==> src/rtl/ctrl_pila_if.sv <==
// ctrl_pila_if: bus between the ctrl_pila sequencer (master) and the
// return-address stack (slave). The stack stores dato+1 on push and presents
// its current top word on stack_top.
interface ctrl_pila_if #(
  parameter int AW = 10
);
  logic          push;
  logic          pop;
  logic          s_intr;
  logic [AW-1:0] dato;
  logic [AW-1:0] stack_top;

  modport master (
    output push,
    output pop,
    output s_intr,
    output dato,
    input  stack_top
  );

  modport slave (
    input  push,
    input  pop,
    input  s_intr,
    input  dato,
    output stack_top
  );
endinterface

==> src/rtl/ctrl_pila.sv <==
// ctrl_pila: CALL / RET / interrupt-entry / RETI sequencer for the
// return-address stack. Produces PC load requests and a fetch stall, tracks
// stack depth, flags overflow/underflow and gates interrupts.
// Optional build macro: NESTED_IRQ_EN -- in_isr becomes a nesting counter and
// interrupts stay enabled inside an ISR (default build: single-level ISR).
module ctrl_pila #(
  parameter int            AW       = 10,
  parameter int            DEPTH    = 16,
  parameter logic [AW-1:0] VEC_ADDR = 10'h3F0
) (
  input  logic                   clk,
  input  logic                   reset,
  input  logic                   call,
  input  logic                   ret,
  input  logic                   reti,
  input  logic                   irq,
  input  logic [AW-1:0]          pc_actual,
  input  logic [AW-1:0]          dest,
  ctrl_pila_if.master            stk,
  output logic                   pc_load,
  output logic [AW-1:0]          pc_target,
  output logic                   stall,
  output logic [$clog2(DEPTH):0] depth,
  output logic                   overflow,
  output logic                   underflow,
  output logic                   in_isr
);

  localparam int            DW     = $clog2(DEPTH) + 1;
  // Slot 0 of the stack is never written, so one word less is usable.
  localparam logic [DW-1:0] FULL   = DW'(DEPTH - 1);
  localparam logic [DW-1:0] ONE    = DW'(1);
  localparam logic [DW-1:0] ZERO   = {DW{1'b0}};
  localparam logic [AW-1:0] PC_ONE = AW'(1);
  localparam logic [AW-1:0] PC_Z   = {AW{1'b0}};

  typedef enum logic [2:0] {
    IDLE     = 3'd0,
    RET_RD   = 3'd1,
    RET_JMP  = 3'd2,
    INT_PUSH = 3'd3,
    INT_JMP  = 3'd4
  } state_t;

  state_t        state_r;
  logic [DW-1:0] depth_r;
  logic          overflow_r;
  logic          underflow_r;
  logic          irq_pend_r;
  logic          ie_r;
  logic          reti_l_r;
  logic [AW-1:0] ret_addr_r;
`ifdef NESTED_IRQ_EN
  logic [DW-1:0] isr_cnt_r;
`else
  logic          isr_r;
`endif

  logic          has_room_s;
  logic          ret_any_s;
  logic          call_ok_s;
  logic          isr_free_s;
  logic          in_isr_s;
  logic          push_s;
  logic          pop_s;
  logic          s_intr_s;
  logic          pc_load_s;
  logic          stall_s;
  logic [AW-1:0] dato_s;
  logic [AW-1:0] pc_target_s;

  assign has_room_s = (depth_r < FULL);
  assign ret_any_s  = ret | reti;
  // RET/RETI outrank CALL; a refused CALL (stack full) produces no strobes.
  assign call_ok_s  = call & ~ret_any_s & has_room_s;

`ifdef NESTED_IRQ_EN
  assign in_isr_s   = (isr_cnt_r != ZERO);
  assign isr_free_s = 1'b1;
`else
  assign in_isr_s   = isr_r;
  assign isr_free_s = ~isr_r;
`endif

  // Sequencer state, depth counter, sticky flags and interrupt bookkeeping.
  always_ff @(posedge clk or negedge reset) begin
    if (!reset) begin
      state_r     <= IDLE;
      depth_r     <= ZERO;
      overflow_r  <= 1'b0;
      underflow_r <= 1'b0;
      irq_pend_r  <= 1'b0;
      ie_r        <= 1'b1;
      reti_l_r    <= 1'b0;
      ret_addr_r  <= PC_Z;
`ifdef NESTED_IRQ_EN
      isr_cnt_r   <= ZERO;
`else
      isr_r       <= 1'b0;
`endif
    end else begin
      // A request is latched whenever interrupts are enabled; the entry into
      // INT_PUSH below overrides this with a clear.
      if (irq && ie_r) begin
        irq_pend_r <= 1'b1;
      end else begin
        irq_pend_r <= irq_pend_r;
      end

      case (state_r)
        IDLE: begin
          if (ret_any_s) begin
            if (depth_r == ZERO) begin
              underflow_r <= 1'b1;
            end else begin
              reti_l_r <= reti;
              state_r  <= RET_RD;
            end
          end else if (call) begin
            if (has_room_s) begin
              depth_r <= depth_r + ONE;
            end else begin
              overflow_r <= 1'b1;
            end
          end else if (irq_pend_r && isr_free_s) begin
            if (has_room_s) begin
              irq_pend_r <= 1'b0;
              state_r    <= INT_PUSH;
            end else begin
              // No room for the return frame: keep the request pending.
              overflow_r <= 1'b1;
            end
          end else begin
            state_r <= IDLE;
          end
        end
        RET_RD: begin
          ret_addr_r <= stk.stack_top;
          depth_r    <= depth_r - ONE;
          state_r    <= RET_JMP;
        end
        RET_JMP: begin
          if (reti_l_r) begin
            ie_r <= 1'b1;
`ifdef NESTED_IRQ_EN
            if (isr_cnt_r != ZERO) begin
              isr_cnt_r <= isr_cnt_r - ONE;
            end else begin
              isr_cnt_r <= isr_cnt_r;
            end
`else
            isr_r <= 1'b0;
`endif
          end else begin
            ie_r <= ie_r;
          end
          state_r <= IDLE;
        end
        INT_PUSH: begin
          depth_r <= depth_r + ONE;
          state_r <= INT_JMP;
        end
        INT_JMP: begin
`ifdef NESTED_IRQ_EN
          if (isr_cnt_r != FULL) begin
            isr_cnt_r <= isr_cnt_r + ONE;
          end else begin
            isr_cnt_r <= isr_cnt_r;
          end
`else
          isr_r <= 1'b1;
          ie_r  <= 1'b0;
`endif
          state_r <= IDLE;
        end
        default: begin
          state_r <= IDLE;
        end
      endcase
    end
  end

  // Strobe decode from the current state (plus decoder inputs while IDLE).
  always_comb begin
    push_s      = 1'b0;
    pop_s       = 1'b0;
    s_intr_s    = 1'b0;
    pc_load_s   = 1'b0;
    stall_s     = 1'b0;
    dato_s      = PC_Z;
    pc_target_s = PC_Z;
    case (state_r)
      IDLE: begin
        push_s      = call_ok_s;
        pc_load_s   = call_ok_s;
        dato_s      = call_ok_s ? pc_actual : PC_Z;
        pc_target_s = call_ok_s ? dest : PC_Z;
      end
      RET_RD: begin
        stall_s  = 1'b1;
        pop_s    = 1'b1;
        s_intr_s = reti_l_r;
      end
      RET_JMP: begin
        stall_s     = 1'b1;
        pc_load_s   = 1'b1;
        pc_target_s = ret_addr_r;
      end
      INT_PUSH: begin
        // The stack stores dato+1, so it ends up holding pc_actual itself.
        stall_s = 1'b1;
        push_s  = 1'b1;
        dato_s  = pc_actual - PC_ONE;
      end
      INT_JMP: begin
        stall_s     = 1'b1;
        pc_load_s   = 1'b1;
        pc_target_s = VEC_ADDR;
      end
      default: begin
        stall_s = 1'b0;
      end
    endcase
  end

  // While reset is asserted nothing leaves the block, even a decoded CALL.
  assign stk.push   = push_s & reset;
  assign stk.pop    = pop_s & reset;
  assign stk.s_intr = s_intr_s & reset;
  assign stk.dato   = reset ? dato_s : PC_Z;
  assign pc_load    = pc_load_s & reset;
  assign pc_target  = reset ? pc_target_s : PC_Z;
  assign stall      = stall_s & reset;

  assign depth      = depth_r;
  assign overflow   = overflow_r;
  assign underflow  = underflow_r;
  assign in_isr     = in_isr_s;

endmodule

==> src/flat_wrapper.sv <==
// flat-port wrapper written by rule: the top's interface ports become plain ports
module ctrl_pila_flat 
#(
  parameter int            AW       = 10,
  parameter int            DEPTH    = 16,
  parameter logic [AW-1:0] VEC_ADDR = 10'h3F0
)
  (clk, reset, call, ret, reti, irq, pc_actual, dest, pc_load, pc_target, stall, depth, overflow, underflow, in_isr, stk_push, stk_pop, stk_s_intr, stk_dato, stk_stack_top);
  ctrl_pila_if #(.AW(AW)) stk_i ();
  input  logic clk;
  input  logic reset;
  input  logic call;
  input  logic ret;
  input  logic reti;
  input  logic irq;
  input  logic [AW-1:0] pc_actual;
  input  logic [AW-1:0] dest;
  output logic pc_load;
  output logic [AW-1:0] pc_target;
  output logic stall;
  output logic [$clog2(DEPTH):0] depth;
  output logic overflow;
  output logic underflow;
  output logic in_isr;
  output wire logic [$bits(stk_i.push)-1:0] stk_push;
  output wire logic [$bits(stk_i.pop)-1:0] stk_pop;
  output wire logic [$bits(stk_i.s_intr)-1:0] stk_s_intr;
  output wire logic [$bits(stk_i.dato)-1:0] stk_dato;
  input wire logic [$bits(stk_i.stack_top)-1:0] stk_stack_top;
  assign stk_push = stk_i.push;
  assign stk_pop = stk_i.pop;
  assign stk_s_intr = stk_i.s_intr;
  assign stk_dato = stk_i.dato;
  assign stk_i.stack_top = stk_stack_top;
  ctrl_pila #(.AW(AW), .DEPTH(DEPTH), .VEC_ADDR(VEC_ADDR)) u_core (.clk(clk), .reset(reset), .call(call), .ret(ret), .reti(reti), .irq(irq), .pc_actual(pc_actual), .dest(dest), .stk(stk_i), .pc_load(pc_load), .pc_target(pc_target), .stall(stall), .depth(depth), .overflow(overflow), .underflow(underflow), .in_isr(in_isr));
endmodule
==> config.mk <==
export PLATFORM = sky130hd
export DESIGN_NAME = ctrl_pila_flat
export DESIGN_NICKNAME = d
export VERILOG_FILES = /design/src/rtl/ctrl_pila_if.sv /design/src/rtl/ctrl_pila.sv /design/src/flat_wrapper.sv
export SDC_FILE = /design/constraint.sdc
export NUM_CORES = 1
export LEC_CHECK = 0
export BUFFER_PORTS_ARGS = -buffer_cell sky130_fd_sc_hd__buf_4
export CORE_MARGIN = 3
export CORE_UTILIZATION = 30
export DETAILED_ROUTE_END_ITERATION = 6
export PLACE_DENSITY_LB_ADDON = 0.1
export SLEW_MARGIN = 20
export SYNTH_ARGS = -nofsm -noshare
export SYNTH_HDL_FRONTEND = slang
export SYNTH_SLANG_ARGS = --single-unit
==> constraint.sdc <==
create_clock -name clk -period 3 [get_ports clk]
set_clock_uncertainty 0.2 [all_clocks]
set_input_delay 0.6 -clock clk [delete_from_list [all_inputs] [get_ports clk]]
set_output_delay 0.6 -clock clk [all_outputs]
set_load 0.01 [all_outputs]
**Word level (Yosys, flattened, before mapping)**

Index checks and enable logic that the tools add are counted.

- Add/subtract/negate cells: 3
- $mul: 0
- Divide/modulo/power cells: 0
- Magnitude comparators: 1
- Equal/unequal tests: 11
- Shifts and indexed selects: 0
- Multiplexer cells: 34
- Bitwise gates (word level): 11
- Reduce and logical (&&, ||, !) cells: 15

Operators with widths:

| operator | count |
|---|---|
| two-way mux 10 bit | 4 |
| one-hot mux 10 bit (3 select lines) | 1 |
| one-hot mux 10 bit (2 select lines) | 1 |
| two-way mux 3 bit | 5 |
| two-way mux 5 bit | 3 |
| one-hot mux 5 bit (3 select lines) | 1 |
| two-way mux 1 bit | 14 |
| AND reduction 3 bit | 4 |
| subtractor 10 x 1 -> 10 bit, second input constant | 1 |
| one-hot mux 3 bit (3 select lines) | 1 |
| one-hot mux 1 bit (2 select lines) | 4 |
| bitwise AND 1 bit | 7 |
| == test 3 x 2 -> 1 bit, second input constant | 2 |
| adder 5 x 1 -> 5 bit, second input constant | 1 |
| logical NOT 5 bit | 1 |
| < comparator 5 x 4 -> 1 bit, second input constant | 1 |
| subtractor 5 x 1 -> 5 bit, second input constant | 1 |
| inequality test 2 x 1 -> 1 bit, second input constant | 2 |
| inequality test 2 bit, second input constant | 2 |
| inequality test 4 x 2 -> 1 bit, second input constant | 1 |
| AND reduction 4 bit | 1 |
| nonzero test 2 bit | 2 |
| OR reduction 4 bit | 1 |
| == test 3 x 1 -> 1 bit, second input constant | 1 |
| other kinds (10) | 13 |

- Flip-flop bits (word level): 24
- Bits in latches: 0
- RAM bits: 0
- ROM bits: 0
- Input bits: 36
- Output and inout bits: 33
- Logic and storage cells: 84
- Memories kept: 0

**Logic depth before layout (Yosys ltp)**

- Depth in word-level cells: 7
- Mapped depth: 9
- Mapped depth without buffers: 7

**Least setup slack after synthesis**

No wires, ideal clock.

- Path type: input-to-output
- Start: input reti
- End: output stk_dato[9]
- Arrival: 1688 ps
- Required time: 2200 ps
- Path slack: 512 ps
- Cell stages on the path: 6
- Path buffers: 2
- Path through: nor2_1 and4_1 buf_6 buf_6 nand2_1 a31oi_1

- Word-level cells in the longest chain between the ends: 7

RTL lines:

| what | line | text |
|---|---|---|
| start, declared | flat_wrapper.sv:14 | `input logic reti;` |
| OR 1 bit | ctrl_pila.sv:73 | `assign ret_any_s = ret \| reti;` |
| inverter 1 bit (no line) | -- |  |
| bitwise AND 1 bit (2 in series) | ctrl_pila.sv:75 | `assign call_ok_s = call & ~ret_any_s & has_room_s;` |
| two-way mux 10 bit | ctrl_pila.sv:196 | `dato_s = call_ok_s ? pc_actual : PC_Z;` |
| one-hot mux 10 bit (2 select lines) | ctrl_pila.sv:192 | `case (state_r)` |
| two-way mux 10 bit | ctrl_pila.sv:230 | `assign stk.dato = reset ? dato_s : PC_Z;` |
| end, declared | flat_wrapper.sv:28 | `output wire logic [$bits(stk_i.dato)-1:0] stk_dato;` |

Every way passes these cells.

**Final worst setup path**

- Start: register u_core.depth_r[1] (netlist: u_core.depth[1])
- End: output stk_dato[6]

- Word-level cells in the longest chain between the ends: 5

RTL lines:

| what | line | text |
|---|---|---|
| start, declared | ctrl_pila.sv:46 | `logic [DW-1:0] depth_r;` |
| start signal, assigned | ctrl_pila.sv:121 | `depth_r <= depth_r + ONE;` |
| start signal, assigned | ctrl_pila.sv:139 | `depth_r <= depth_r - ONE;` |
| start signal, assigned | ctrl_pila.sv:160 | `depth_r <= depth_r + ONE;` |
| < comparator 5 x 4 -> 1 bit | ctrl_pila.sv:72 | `assign has_room_s = (depth_r < FULL);` |
| bitwise AND 1 bit | ctrl_pila.sv:75 |  |
| two-way mux 10 bit | ctrl_pila.sv:196 |  |
| one-hot mux 10 bit (2 select lines) | ctrl_pila.sv:192 |  |
| two-way mux 10 bit | ctrl_pila.sv:230 |  |

Every way passes these cells.

==> results.toml <==
[run_status]
status = "finished clean"

[cells_and_area]
syn_to_final_growth_pct = 44.5
nets = 304
stdcell_area_sq_um = 2430
antenna_cells = 0
fill_cells = 551
ff_latch_area_sq_um = 602
multiInputGateArea_sq_um = 1020
drive_above_1_share = 0.405

[floorplan]
dieArea_sq_um = 6540
core_area_sq_um = 5270
num_rows = 26
die_w_um = 80.9
initial_core_util = 0.319
io_pins = 69
die_height_um = 80.9

[synth]
yosysSeqAreaShare = 0.358
synth_compound_area_frac = 0.204
syn_area_per_cell_sq_um = 9.19
yosysMostFrequentCell = "nor2_1"
synth_top_family_by_area = "simple AND/OR/NAND/NOR gates"
synth_top_area_cell = "dfrtp_1"
synth_commonest_cells = "nor2_1 (26), dfrtp_1 (23), a21oi_1 (14), nand2_1 (14), mux2_2 (10)"
synth_area_leaders = "dfrtp_1 (34%), mux2_2 (6.7%), nor2_1 (5.8%)"
mappedNetlistArea_sq_um = 1680
yosysWarnings = 0
yosys.area_share.simple = 0.240
syn_inst = 183
synth_cell_types = 48
async_flop_share = 1.00
ys.flop_type = "dfrtp_1"
synth_edf_count = 0
syn_nets = 224
synth-seq-cells = 24
synthAdderAreaFrac = 0.0417
synthMuxAreaShare = 0.0938
synthDominantCellAreaShare = 0.342
synth_xor_area_frac = 0.0208

[pwr]
ir_drop_mv = 0.319
power_density_nw_per_um2 = 879
p_leak_nw = 1.09

[critical_path]
crit_chain = "a41oi_2 > and4_1 > buf_12 > nor2_1 > a211oi_1 > buf_4"
cp_max_fo = 19
cp_slowest_stage_delay_ns = 0.47
r2r_start = "u_core.state_r[2]"
cp-startpoint = "u_core.depth[1]"
cp_slowest_cell = "dfrtp_1"
cp.required_ns = 2.20
worst-setup-path-type = "reg2out"
critPathLaunchType = "register"
endpoint_kind = "primary output"
arrival_ns = 1.96

[timing]
period_minus_slack_ns = 2.76
finalHoldViolCount = 0
max_freq_mhz = 362
rsz0062_at_grt = "false"
setup_violations = 0
slew_headroom = 0.660
slew_violations = 0
fin_crit_sh = 0.921
worst_pin_slew_ns = 0.509
fin_tns_setup_ns = 0

[global_routing]
grt_start_max_net_pins = 20
grt_pass1_vias = 1665
grt_pass1_wl_um = 7820
grt-ovfl-total = 0
antenna_found_initial = 0
grt_usage = 0.151

[drt]
routedWlPerCell_um = 14.1
drc = 0
via_per_inst = 5.06
routed_wirelength_um = 4690
drtAntennaViolNets = 0
routed-via-count = 1680
drtIter0Drc = 83
dr.pass1.iters = 6

[cts]
clkLatencyLatePin_ns = 0.27
htreeDepth = 1
clockBufferDepth = 2
clkSlewWorstSetupHoldPaths_ns = 0.09
clock_sinks = 24
cts_tree = "built"
root_buffer = "clkbuf_8"
numCtsBuffers = 3

[placement]
gp_congestion = 0.775
io_buffer_count = 68
placed_area_sq_um = 2320
post-dp-hpwl_um = 3490

[run]
cap_violations = 0

[min_path]
min_path_type = "in2async"
flip-flops by register name, summed over array words and instances (netlist names):
name	count
u_core.overflow	1
u_core.depth	5
u_core.underflow	1
u_core.ie_r	1
u_core.irq_pend_r	1
u_core.state_r	3
u_core.in_isr	1
u_core.ret_addr_r	10
u_core.reti_l_r	1
worst max-delay path: cells and delay by family (launching register included):
kind	cells	cell delay (ns)
AO/OA/AOI/OAI	2	0.55
buffers and inverters	2	0.34
flip-flops	1	0.47
AND/OR/NAND/NOR	2	0.34
timing repair:
item                                   CTS  global route
endpoints found under the hold margin    9             0
setup buffers                            0             3
setup endpoints to repair                0             2
resized for setup                        0             1
hold buffers                             1             0
cell type report:
class,count,area share
Multi-Input combinational cell,147,0.418
Timing Repair Buffer,83,0.263
Sequential cell,24,0.248
Tap cell,70,0.0360
Clock buffer,3,0.0170
Clock inverter,1,0.0124
Inverter,4,0.00618
logic make-up after synthesis:
group | after synthesis
multiplexers | 13
XOR/XNOR | 4
adder cells (fa/ha/maj) | 5
AND/OR/NAND/NOR | 75
buffers and inverters | 12
flip-flops | 24
AO/OA/AOI/OAI | 50
layer usage:
layer  global-route usage  vias up  share of wire
met4               0.0304        0         0.0058
met3               0.0333        2          0.060
met1                0.195      794           0.45
li1                     -      837              -
met5                    0        -              0
met2                0.259       47           0.48
report_power, final:
part / leakage (nW) / total, W / internal [W] / switching, W
Clock: 0.0357 / 0.000288 / 0.000178 / 0.000110
Combinational: 0.781 / 0.00122 / 0.000657 / 0.000562
Sequential: 0.276 / 0.000629 / 0.000481 / 0.000148
path summary, 6_finish.rpt:
| kind | slack (ns) | endpoint | cells after the start |
|---|---|---|---|
| setup / recovery | 0.24 | stk_dato[6] | 6 |
| setup reg to reg | 0.66 | u_core.depth[4] | 7 |
| min in group clk | 0.27 | u_core.ie_r | 2 |
| hold reg to reg | 0.27 | u_core.ie_r | 2 |
| max in group asynchronous | 1.64 | u_core.ret_addr_r[2] | 2 |
| hold / removal | 0.13 | u_core.depth[0] | 2 |
cells in the final DEF (no fill, tap or decap), types with 4 or more instances in the layout:
master,count
buf_4,81
nor2_1,26
dfrtp_1,23
nand2_1,14
a21oi_1,14
mux2_2,10
a222oi_1,6
nor2b_1,5
nand3b_1,4
a31oi_1,4
o21ai_0,4
a22oi_1,4
ha_1,4
metrics by stage:
step | hold slack, ns | util | instances | total power (W) | worst slack (ns)
3_5_place_dp | 0.261 | 0.440 | 324 | 0.00182 | 0.312
5_1_grt | 0.149 | 0.461 | 332 | 0.00235 | 0.0878
6_report | 0.134 | 0.461 | 332 | 0.00214 | 0.237
4_1_cts | 0.143 | 0.455 | 329 | 0.00212 | 0.0837
3_3_place_gp | 0.255 | 0.440 | 324 | 0.00181 | 0.319
2_1_floorplan | 0.104 | - | 183 | 0.00142 | 0.512
(Power assumes the default switching activity.)
